## config.mk

```make
export PLATFORM = sky130hd
export DESIGN_NAME = uart_prog_loader_flat
export DESIGN_NICKNAME = d
export VERILOG_FILES = /design/src/rtl/uart_prog_loader_pkg.sv /design/src/rtl/uart_prog_loader_if.sv /design/src/rtl/uart_loader_timeout.sv /design/src/rtl/uart_prog_loader.sv /design/src/flat_wrapper.sv
export SDC_FILE = /design/constraint.sdc
export NUM_CORES = 1
export LEC_CHECK = 0
export BUFFER_PORTS_ARGS = -buffer_cell sky130_fd_sc_hd__buf_2
export CORE_ASPECT_RATIO = 1.1
export CORE_MARGIN = 2
export CORE_UTILIZATION = 45
export CTS_BUF_LIST = sky130_fd_sc_hd__clkbuf_8
export DETAILED_ROUTE_END_ITERATION = 10
export MAX_ROUTING_LAYER = met4
export PLACE_DENSITY = 0.71
export SLEW_MARGIN = 5
export SYNTH_ARGS = -nofsm -noshare
export SYNTH_HDL_FRONTEND = slang
export SYNTH_SLANG_ARGS = --single-unit
```

## constraint.sdc

```tcl
create_clock -name i_Clock -period 3.1 [get_ports i_Clock]
set_input_delay 0 -clock i_Clock [delete_from_list [all_inputs] [get_ports i_Clock]]
set_output_delay 0 -clock i_Clock [all_outputs]
set_load 0.01 [all_outputs]
```

## src/rtl/uart_prog_loader_pkg.sv

```systemverilog
// Shared definitions for the UART program loader: FSM state encodings and the
// frame sync marker that the host-side loader tooling also uses.
package uart_prog_loader_pkg;

    typedef enum logic [2:0] {
        LDR_IDLE     = 3'd0,
        LDR_GET_ADDR = 3'd1,
        LDR_GET_LEN  = 3'd2,
        LDR_GET_DATA = 3'd3,
        LDR_GET_CHK  = 3'd4
    } ldr_state_t;

    localparam logic [7:0] LDR_SYNC_BYTE = 8'hA5;

    // Frame checksum is a plain modulo-256 sum; carries are dropped.
    function automatic logic [7:0] chk_add(input logic [7:0] acc, input logic [7:0] b);
        return acc + b;
    endfunction

endpackage

```

## src/rtl/uart_prog_loader_if.sv

```systemverilog
// Byte stream from the UART receiver plus the RAM write port and CPU control
// signals driven by the loader (slave = loader side).
interface uart_prog_loader_if;
    logic       i_RX_DV;
    logic [7:0] i_RX_Byte;
    logic       o_Mem_WE;
    logic [7:0] o_Mem_Addr;
    logic [7:0] o_Mem_Data;
    logic       o_Halt_CPU;
    logic       o_Done;
    logic       o_Error;

    modport slave (
        input  i_RX_DV, i_RX_Byte,
        output o_Mem_WE, o_Mem_Addr, o_Mem_Data, o_Halt_CPU, o_Done, o_Error
    );

    modport master (
        output i_RX_DV, i_RX_Byte,
        input  o_Mem_WE, o_Mem_Addr, o_Mem_Data, o_Halt_CPU, o_Done, o_Error
    );
endinterface

```

## src/rtl/uart_loader_timeout.sv

```systemverilog
// Inter-byte timeout counter: counts while enabled, clears on each byte, and
// flags expiry once TIMEOUT_CLKS-1 idle clocks have elapsed.
module uart_loader_timeout #(
    parameter int unsigned TIMEOUT_CLKS = 2170000
) (
    input  logic i_Clock,
    input  logic i_Reset,
    input  logic i_Enable,
    input  logic i_Clear,
    output logic o_Expire
);
    localparam int CW = (TIMEOUT_CLKS > 2) ? $clog2(TIMEOUT_CLKS) : 1;
    localparam logic [CW-1:0] LAST = CW'(TIMEOUT_CLKS - 1);

    logic [CW-1:0] count;

    always_ff @(posedge i_Clock or posedge i_Reset) begin
        if (i_Reset) begin
            count <= '0;
        end else if (i_Clear || !i_Enable) begin
            count <= '0;
        end else if (count != LAST) begin
            count <= count + 1'b1;
        end
    end

    assign o_Expire = i_Enable && (count == LAST);
endmodule

```

## src/rtl/uart_prog_loader.sv

```systemverilog
// Framed program loader: SYNC, ADDR, LEN (0 = 256), DATA..., CHK -> RAM writes.
// Define UART_LOADER_TIMEOUT_EN to abort stalled frames after TIMEOUT_CLKS.
module uart_prog_loader
    import uart_prog_loader_pkg::*;
#(
    parameter logic [7:0]  SYNC_BYTE    = LDR_SYNC_BYTE,
    parameter int unsigned TIMEOUT_CLKS = 2170000
) (
    input logic               i_Clock,
    input logic               i_Reset,
    uart_prog_loader_if.slave bus
);
    ldr_state_t state_q, state_d;
    logic [7:0] addr_q, addr_d;
    logic [8:0] cnt_q, cnt_d;
    logic [7:0] chk_q, chk_d;
    logic       we_q, we_d;
    logic [7:0] mem_addr_q, mem_addr_d;
    logic [7:0] mem_data_q, mem_data_d;
    logic       done_q, done_d;
    logic       error_q, error_d;
    logic       timeout_hit;

`ifdef UART_LOADER_TIMEOUT_EN
    uart_loader_timeout #(
        .TIMEOUT_CLKS(TIMEOUT_CLKS)
    ) u_timeout (
        .i_Clock  (i_Clock),
        .i_Reset  (i_Reset),
        .i_Enable (state_q != LDR_IDLE),
        .i_Clear  (bus.i_RX_DV),
        .o_Expire (timeout_hit)
    );
`else
    logic unused_timeout_clks;
    assign unused_timeout_clks = ^TIMEOUT_CLKS;
    assign timeout_hit         = 1'b0;
`endif

    always_ff @(posedge i_Clock or posedge i_Reset) begin
        if (i_Reset) begin
            state_q    <= LDR_IDLE;
            addr_q     <= '0;
            cnt_q      <= '0;
            chk_q      <= '0;
            we_q       <= 1'b0;
            mem_addr_q <= '0;
            mem_data_q <= '0;
            done_q     <= 1'b0;
            error_q    <= 1'b0;
        end else begin
            state_q    <= state_d;
            addr_q     <= addr_d;
            cnt_q      <= cnt_d;
            chk_q      <= chk_d;
            we_q       <= we_d;
            mem_addr_q <= mem_addr_d;
            mem_data_q <= mem_data_d;
            done_q     <= done_d;
            error_q    <= error_d;
        end
    end

    always_comb begin
        state_d    = state_q;
        addr_d     = addr_q;
        cnt_d      = cnt_q;
        chk_d      = chk_q;
        we_d       = 1'b0;
        mem_addr_d = mem_addr_q;
        mem_data_d = mem_data_q;
        done_d     = 1'b0;
        error_d    = 1'b0;

        if (bus.i_RX_DV) begin
            // A byte accepted in the expiry cycle always takes precedence.
            case (state_q)
                LDR_IDLE: begin
                    if (bus.i_RX_Byte == SYNC_BYTE) state_d = LDR_GET_ADDR;
                end
                LDR_GET_ADDR: begin
                    addr_d  = bus.i_RX_Byte;
                    chk_d   = bus.i_RX_Byte;
                    state_d = LDR_GET_LEN;
                end
                LDR_GET_LEN: begin
                    cnt_d   = (bus.i_RX_Byte == 8'h00) ? 9'd256 : {1'b0, bus.i_RX_Byte};
                    chk_d   = chk_add(chk_q, bus.i_RX_Byte);
                    state_d = LDR_GET_DATA;
                end
                LDR_GET_DATA: begin
                    we_d       = 1'b1;
                    mem_addr_d = addr_q;
                    mem_data_d = bus.i_RX_Byte;
                    addr_d     = addr_q + 8'd1;
                    chk_d      = chk_add(chk_q, bus.i_RX_Byte);
                    cnt_d      = cnt_q - 9'd1;
                    if (cnt_q == 9'd1) state_d = LDR_GET_CHK;
                end
                LDR_GET_CHK: begin
                    done_d  = (bus.i_RX_Byte == chk_q);
                    error_d = (bus.i_RX_Byte != chk_q);
                    state_d = LDR_IDLE;
                end
                default: state_d = LDR_IDLE;
            endcase
        end else if (timeout_hit) begin
            error_d = 1'b1;
            state_d = LDR_IDLE;
        end
    end

    assign bus.o_Mem_WE   = we_q;
    assign bus.o_Mem_Addr = mem_addr_q;
    assign bus.o_Mem_Data = mem_data_q;
    assign bus.o_Halt_CPU = (state_q != LDR_IDLE);
    assign bus.o_Done     = done_q;
    assign bus.o_Error    = error_q;
endmodule

```

## src/flat_wrapper.sv

```systemverilog
// flat-port wrapper written by rule: the top's interface ports become plain ports
module uart_prog_loader_flat import uart_prog_loader_pkg::*;
#(
    parameter logic [7:0]  SYNC_BYTE    = LDR_SYNC_BYTE,
    parameter int unsigned TIMEOUT_CLKS = 2170000
)
  (i_Clock, i_Reset, bus_i_RX_DV, bus_i_RX_Byte, bus_o_Mem_WE, bus_o_Mem_Addr, bus_o_Mem_Data, bus_o_Halt_CPU, bus_o_Done, bus_o_Error);
  uart_prog_loader_if bus_i ();
  input logic i_Clock;
  input logic i_Reset;
  input wire logic [$bits(bus_i.i_RX_DV)-1:0] bus_i_RX_DV;
  input wire logic [$bits(bus_i.i_RX_Byte)-1:0] bus_i_RX_Byte;
  output wire logic [$bits(bus_i.o_Mem_WE)-1:0] bus_o_Mem_WE;
  output wire logic [$bits(bus_i.o_Mem_Addr)-1:0] bus_o_Mem_Addr;
  output wire logic [$bits(bus_i.o_Mem_Data)-1:0] bus_o_Mem_Data;
  output wire logic [$bits(bus_i.o_Halt_CPU)-1:0] bus_o_Halt_CPU;
  output wire logic [$bits(bus_i.o_Done)-1:0] bus_o_Done;
  output wire logic [$bits(bus_i.o_Error)-1:0] bus_o_Error;
  assign bus_i.i_RX_DV = bus_i_RX_DV;
  assign bus_i.i_RX_Byte = bus_i_RX_Byte;
  assign bus_o_Mem_WE = bus_i.o_Mem_WE;
  assign bus_o_Mem_Addr = bus_i.o_Mem_Addr;
  assign bus_o_Mem_Data = bus_i.o_Mem_Data;
  assign bus_o_Halt_CPU = bus_i.o_Halt_CPU;
  assign bus_o_Done = bus_i.o_Done;
  assign bus_o_Error = bus_i.o_Error;
  uart_prog_loader #(.SYNC_BYTE(SYNC_BYTE), .TIMEOUT_CLKS(TIMEOUT_CLKS)) u_core (.i_Clock(i_Clock), .i_Reset(i_Reset), .bus(bus_i));
endmodule
```

# Word level (Yosys, flattened, before mapping)
# Index checks and enable logic that the tools add are counted.
dict set report word_totals {
  ff_bits 47
  latchBits 0
  ram_bits 0
  rom_bits 0
  input_bits 11
  output_inout_bits 20
  n_memories 0
}
dict set report op_classes {
  addsub 3
  mul 0
  div 0
  order_cmp 0
  eq_ne 10
  shift 0
  muxes 13
  n_bitwise 0
  n_reduce_logical 12
}
# op count
set ops {}
lappend ops {{$pmux 8 s2} 2}
lappend ops {{$pmux 9 s2} 1}
lappend ops {{$pmux 3 s4} 1}
lappend ops {{$eq 9x1->1 const B} 1}
lappend ops {{$mux 9} 1}
lappend ops {{$sub 9x1->9 const B} 1}
lappend ops {{$add 8x1->8 const B} 1}
lappend ops {{$add 8x8->8} 1}
lappend ops {{$eq 8x8->1} 1}
lappend ops {{$eq 8x8->1 const B} 1}
lappend ops {{$logic_not 8->1} 1}
lappend ops {{$ne 8x8->1} 1}
lappend ops {{$reduce_and 2->1} 4}
lappend ops {{$eq 3x2->1 const B} 2}
lappend ops {{$mux 1} 6}
lappend ops {{$mux 3} 2}
lappend ops {{$reduce_bool 2->1} 3}
lappend ops {{$ne 2x1->1 const B} 2}
lappend ops {{$eq 3x1->1 const B} 1}
lappend ops {{$eq 3x3->1 const B} 1}
lappend ops {{$logic_not 3->1} 1}
lappend ops {{$reduce_and 3->1} 1}
lappend ops {{$reduce_bool 3->1} 1}
lappend ops {{$reduce_or 2->1} 1}

# Longest topological paths before layout
dict set report logic_depth {
  ltp_word 4
  mapped_depth 8
  mapped_depth_nobuf 8
}

# Worst setup path after synthesis
# Ideal clock, no wire load.
dict set report synth_path {
  kind {register -> register}
  startpoint {register u_core.chk_q[0]}
  endpoint {register u_core.chk_q[6]}
  setup_ps 68
  t_arrival_ps 1694
  required_time_ps 3032
  slack_ps 1337
  stages_incl_launch_ff 9
  n_path_buf 0
  period_less_slack_ps 1763
  path_cell_list {dfrtp_1 ha_1 inv_1 fa_1 nor2b_4 o31a_1 o21a_1 or3_1 nand3_1}
}
dict set report synth_between {
  elab_chain_cells 2
}
# item line_no
set synth_lines {}
lappend synth_lines {{from (decl)} uart_prog_loader.sv:16} ;# logic [7:0] chk_q, chk_d;
lappend synth_lines {{from (signal assigned)} uart_prog_loader.sv:55} ;# chk_q <= chk_d;
lappend synth_lines {{$add 8x8->8} uart_prog_loader_pkg.sv:17} ;# return acc + b;
lappend synth_lines {{$pmux 8 s2} uart_prog_loader.sv:77} ;# case (state_q)
# No other way between the ends.
# A chain may end at the register's enable or synchronous reset.

# Worst setup path in the final report
dict set report layout_path {
  startpoint {register u_core.state_q[1]}
  endpoint {register u_core.state_q[2]}
}
dict set report layout_between {
  elab_chain_cells 3
  word_cells_on_any_way 8
}
# item line_no
set layout_lines {}
lappend layout_lines {{from (decl)} uart_prog_loader.sv:13} ;# ldr_state_t state_q, state_d;
lappend layout_lines {{from (signal assigned)} uart_prog_loader.sv:52} ;# state_q <= state_d;
lappend layout_lines {{$eq 3x2->1 or $logic_not 3->1 (tied branches)} uart_prog_loader.sv:77}
lappend layout_lines {{$ne 2x1->1 (no source line)} -}
lappend layout_lines {{$reduce_and 3->1 (no source line)} -}
# Several ways; a longest one is shown, not always the timed one.

==> metrics.md <==
| Metric | Value |
|---|---|
| CTS H-tree lvls | `2` |
| IO Count | `31` |
| CTS tree | `done` |
| Clock Pin Slew Worst Setup and Hold Paths | `90 ps` |
| Placed Cells | `375` |
| Startpoint Class | `register` |
| Final Wtd Congestion | `0.836` |
| Iteration-0 DRC Markers | `157` |
| CORE AREA | `0.00573 mm2` |
| Commonest non-fill, non-tap cell in the layout | `dfrtp_1` |
| Post-synth EDFFs | `0` |
| Crit path DAT | `2130 ps` |
| CP Depth | `3` |
| Worst-margin pin slew | `978 ps` |
| Pwr dens | `980 mW/mm2` |
| Die width | `77.4 um` |
| Syn Area/Cell | `9.45 um2` |
| Sink Count | `47` |
| Initial core utilization | `46.5%` |
| Mapped Area | `0.00267 mm2` |
| Antenna-violating nets left | `0` |
| DRT Wirelength | `5.97 mm` |
| Max-slew headroom | `34.7%` |
| Total Power | `2.91 mW` |
| Final hold vios | `0` |
| Worst Setup SP | `u_core.state_q[1]` |
| Final period utilization | `62.6%` |
| Antenna cells | `0` |
| WP data required | `3290 ps` |
| Placed wire-length estimate | `4.30 mm` |
| Worst flop-to-flop path startpoint | `u_core.state_q[1]` |
| Post-synth cell types | `52` |
| Fraction of layout cells with a size suffix above 1 | `20.2%` |
| Die height | `84.7 um` |
| HP Class | `primary input to register` |
| Register area | `0.00118 mm2` |
| Synth Warn # | `0` |
| Largest net degree at the start of global routing | `48` |
| Final setup vio count | `0` |
| End of the critical path | `u_core.state_q[2]` |
| Total gr overflow | `0` |
| Worst reg2reg setup slack | `1160 ps` |
| Drc violations | `0` |
| Crit path cell chain | `nand3b_2, o21ai_0, mux2_2` |
| DR pass1 iterations | `4` |
| Resize count post-CTS | `0` |
| Multi-input logic area | `0.00137 mm2` |
| Sequential area share after synthesis | `44.1%` |
| Worst Skew | `9.53 ps` |
| CP peak stage delay | `590 ps` |
| Crit end category | `register` |
| Reg2Reg Depth | `3` |
| Gate Count Post-Synth | `282` |
| Setup CP Type | `register to register` |
| Via count | `2,189` |
| CTS max path bufs | `2` |
| Antenna violations before repair | `0` |
| Vias in the first global route | `2,139` |
| Post-synthesis async set-or-reset flop share | `100%` |
| Setup TNS | `0 ps` |
| CP max stage cell | `dfrtp_1` |
| Buffers on Ports | `30` |
| Syn nets | `304` |
| Root buf cell | `clkbuf_8` |
| Most frequent cells in the layout | `47 x dfrtp_1, 30 x nor2_1, 30 x buf_2` |
| Minimum clock period | `1940 ps` |
| Peak VDD IR | `0.378 mV` |
| Total CTS buffers | `5` |
| RSZ-0062 raised after global routing | `no` |
| Layout Nets | `328` |
| Post-DR wirelength/cell | `15.6 um` |
| Post-Layout Cell Count | `384` |
| Syn-to-layout area delta | `11.5%` |
| First-pass GRT wire length | `10.3 mm` |
| Buffers & Inverters on Critical Path | `0` |
| Status | `complete, no violations` |
| Via-per-instance ratio | `5.70` |
| #FFs+latches synth | `47` |
| Max Slew Vio Count | `0` |
| Critical path peak fanout | `23` |
| Max_cap viols | `0` |
| Die area | `0.00656 mm2` |
| Design area | `0.00297 mm2` |
| CP delay by family, top | `flip-flops` |
| Pleak | `1.37 nW` |
| Clock Latency Late Sink | `300 ps` |
| Cell Area, Placed | `0.00283 mm2` |
| FILL cells | `541` |
| Highest Clock Rate | `515 MHz` |
| FF-to-FF End | `u_core.state_q[2]` |
| Top_reg_cell synth | `dfrtp_1` |
| GRT Util Overall | `20.2%` |
| FP Rows | `29` |
kinds of logic after synthesis:
logic type	count (synthesis)	synth area share [%]
and+or+nand+nor	104	20.1
AOI/OAI and AO/OA	78	18.3
DFF	47	44.1
adders and majority gates	11	5.44
muxes	17	7.09
xor gates and xnor gates	1	0.329
buffers and inverters	24	4.60
cell usage after synthesis (2+ instances only):
master / count / area [um2]
nand3_1: 10 / 50.1
o22a_1: 3 / 26.3
nor2_1: 30 / 113
o211ai_1: 3 / 22.5
ha_1: 10 / 125
and3_1: 6 / 37.5
o2bb2ai_1: 2 / 17.5
a21oi_1: 19 / 95.1
clkbuf_1: 3 / 11.3
a31oi_1: 7 / 43.8
o21a_1: 5 / 37.5
buf_2: 5 / 25.0
and3b_1: 2 / 17.5
mux2i_1: 2 / 20.0
or3_1: 2 / 12.5
dfrtp_1: 47 / 1180
nor3_1: 9 / 45.0
nor3b_1: 2 / 15.0
nand3b_1: 2 / 15.0
o21ai_0: 25 / 125
nor4_1: 5 / 31.3
inv_1: 10 / 37.5
nand2_1: 25 / 93.8
mux2_2: 15 / 169
buf_4: 5 / 37.5
a211oi_1: 2 / 15.0
repair_timing:
action | CTS | global route
setup buffers | 0 | 0
hold buffers | 1 | 0
hold endpoints to repair | 47 | 0
worst min path at each step:
stage,start,endpoint,cells after the start
after global routing,bus_i_RX_Byte[0],u_core.chk_q[0],3
after detailed placement,i_Reset,u_core.bus.o_Mem_WE,2
after CTS,bus_i_RX_Byte[0],u_core.chk_q[0],3
after floorplan,bus_i_RX_Byte[3],u_core.chk_q[3],2
after global placement,i_Reset,u_core.bus.o_Mem_WE,2
final,bus_i_RX_Byte[0],u_core.chk_q[0],3
area by class of cell:
| cell class | instances | share of cell area [%] |
|---|---|---|
| multi-input combinational | 211 | 46.0 |
| tap | 77 | 3.24 |
| sequential | 47 | 39.5 |
| timing repair buffer | 31 | 5.38 |
| clock buffer | 5 | 2.31 |
| inverter | 10 | 1.26 |
| clock inverter | 3 | 2.27 |
power breakdown:
part           internal [mW]  total [mW]  switching (mW)
sequential             0.883        1.12           0.242
clock                  0.322       0.535           0.213
combinational          0.564        1.25           0.691
layer usage:
metal	global-route usage, %	part of all wire [%]
met1	26.6	45
met5	-	0
met2	33.0	49
met4	5.68	1.1
met3	2.69	4.1
per-stage QoR:
| step | setup slack [ps] | hold WS (ps) | util (%) |
|---|---|---|---|
| 6_report | 1160 | 9.53 | 51.9 |
| 5_1_grt | 980 | 23.2 | 51.9 |
| 4_1_cts | 1180 | 11.5 | 51.9 |
| 3_5_place_dp | 1190 | 287 | 49.3 |
| 3_3_place_gp | 1240 | 287 | 49.3 |
| 2_1_floorplan | 1340 | 148 | - |
registers in the layout (all words and copies together) (netlist names):
register,cells
u_core.addr_q,8
u_core.bus.o_Done,1
u_core.bus.o_Error,1
u_core.bus.o_Mem_Addr,8
u_core.bus.o_Mem_Data,8
u_core.bus.o_Mem_WE,1
u_core.chk_q,8
u_core.cnt_q,9
u_core.state_q,3
tightest hold or removal path, cell delays in order:
cell	delay (ps)
buf_2	140
nand2_1	60
a31oi_1	80
Note: power is estimated with default switching activity, not from simulation.
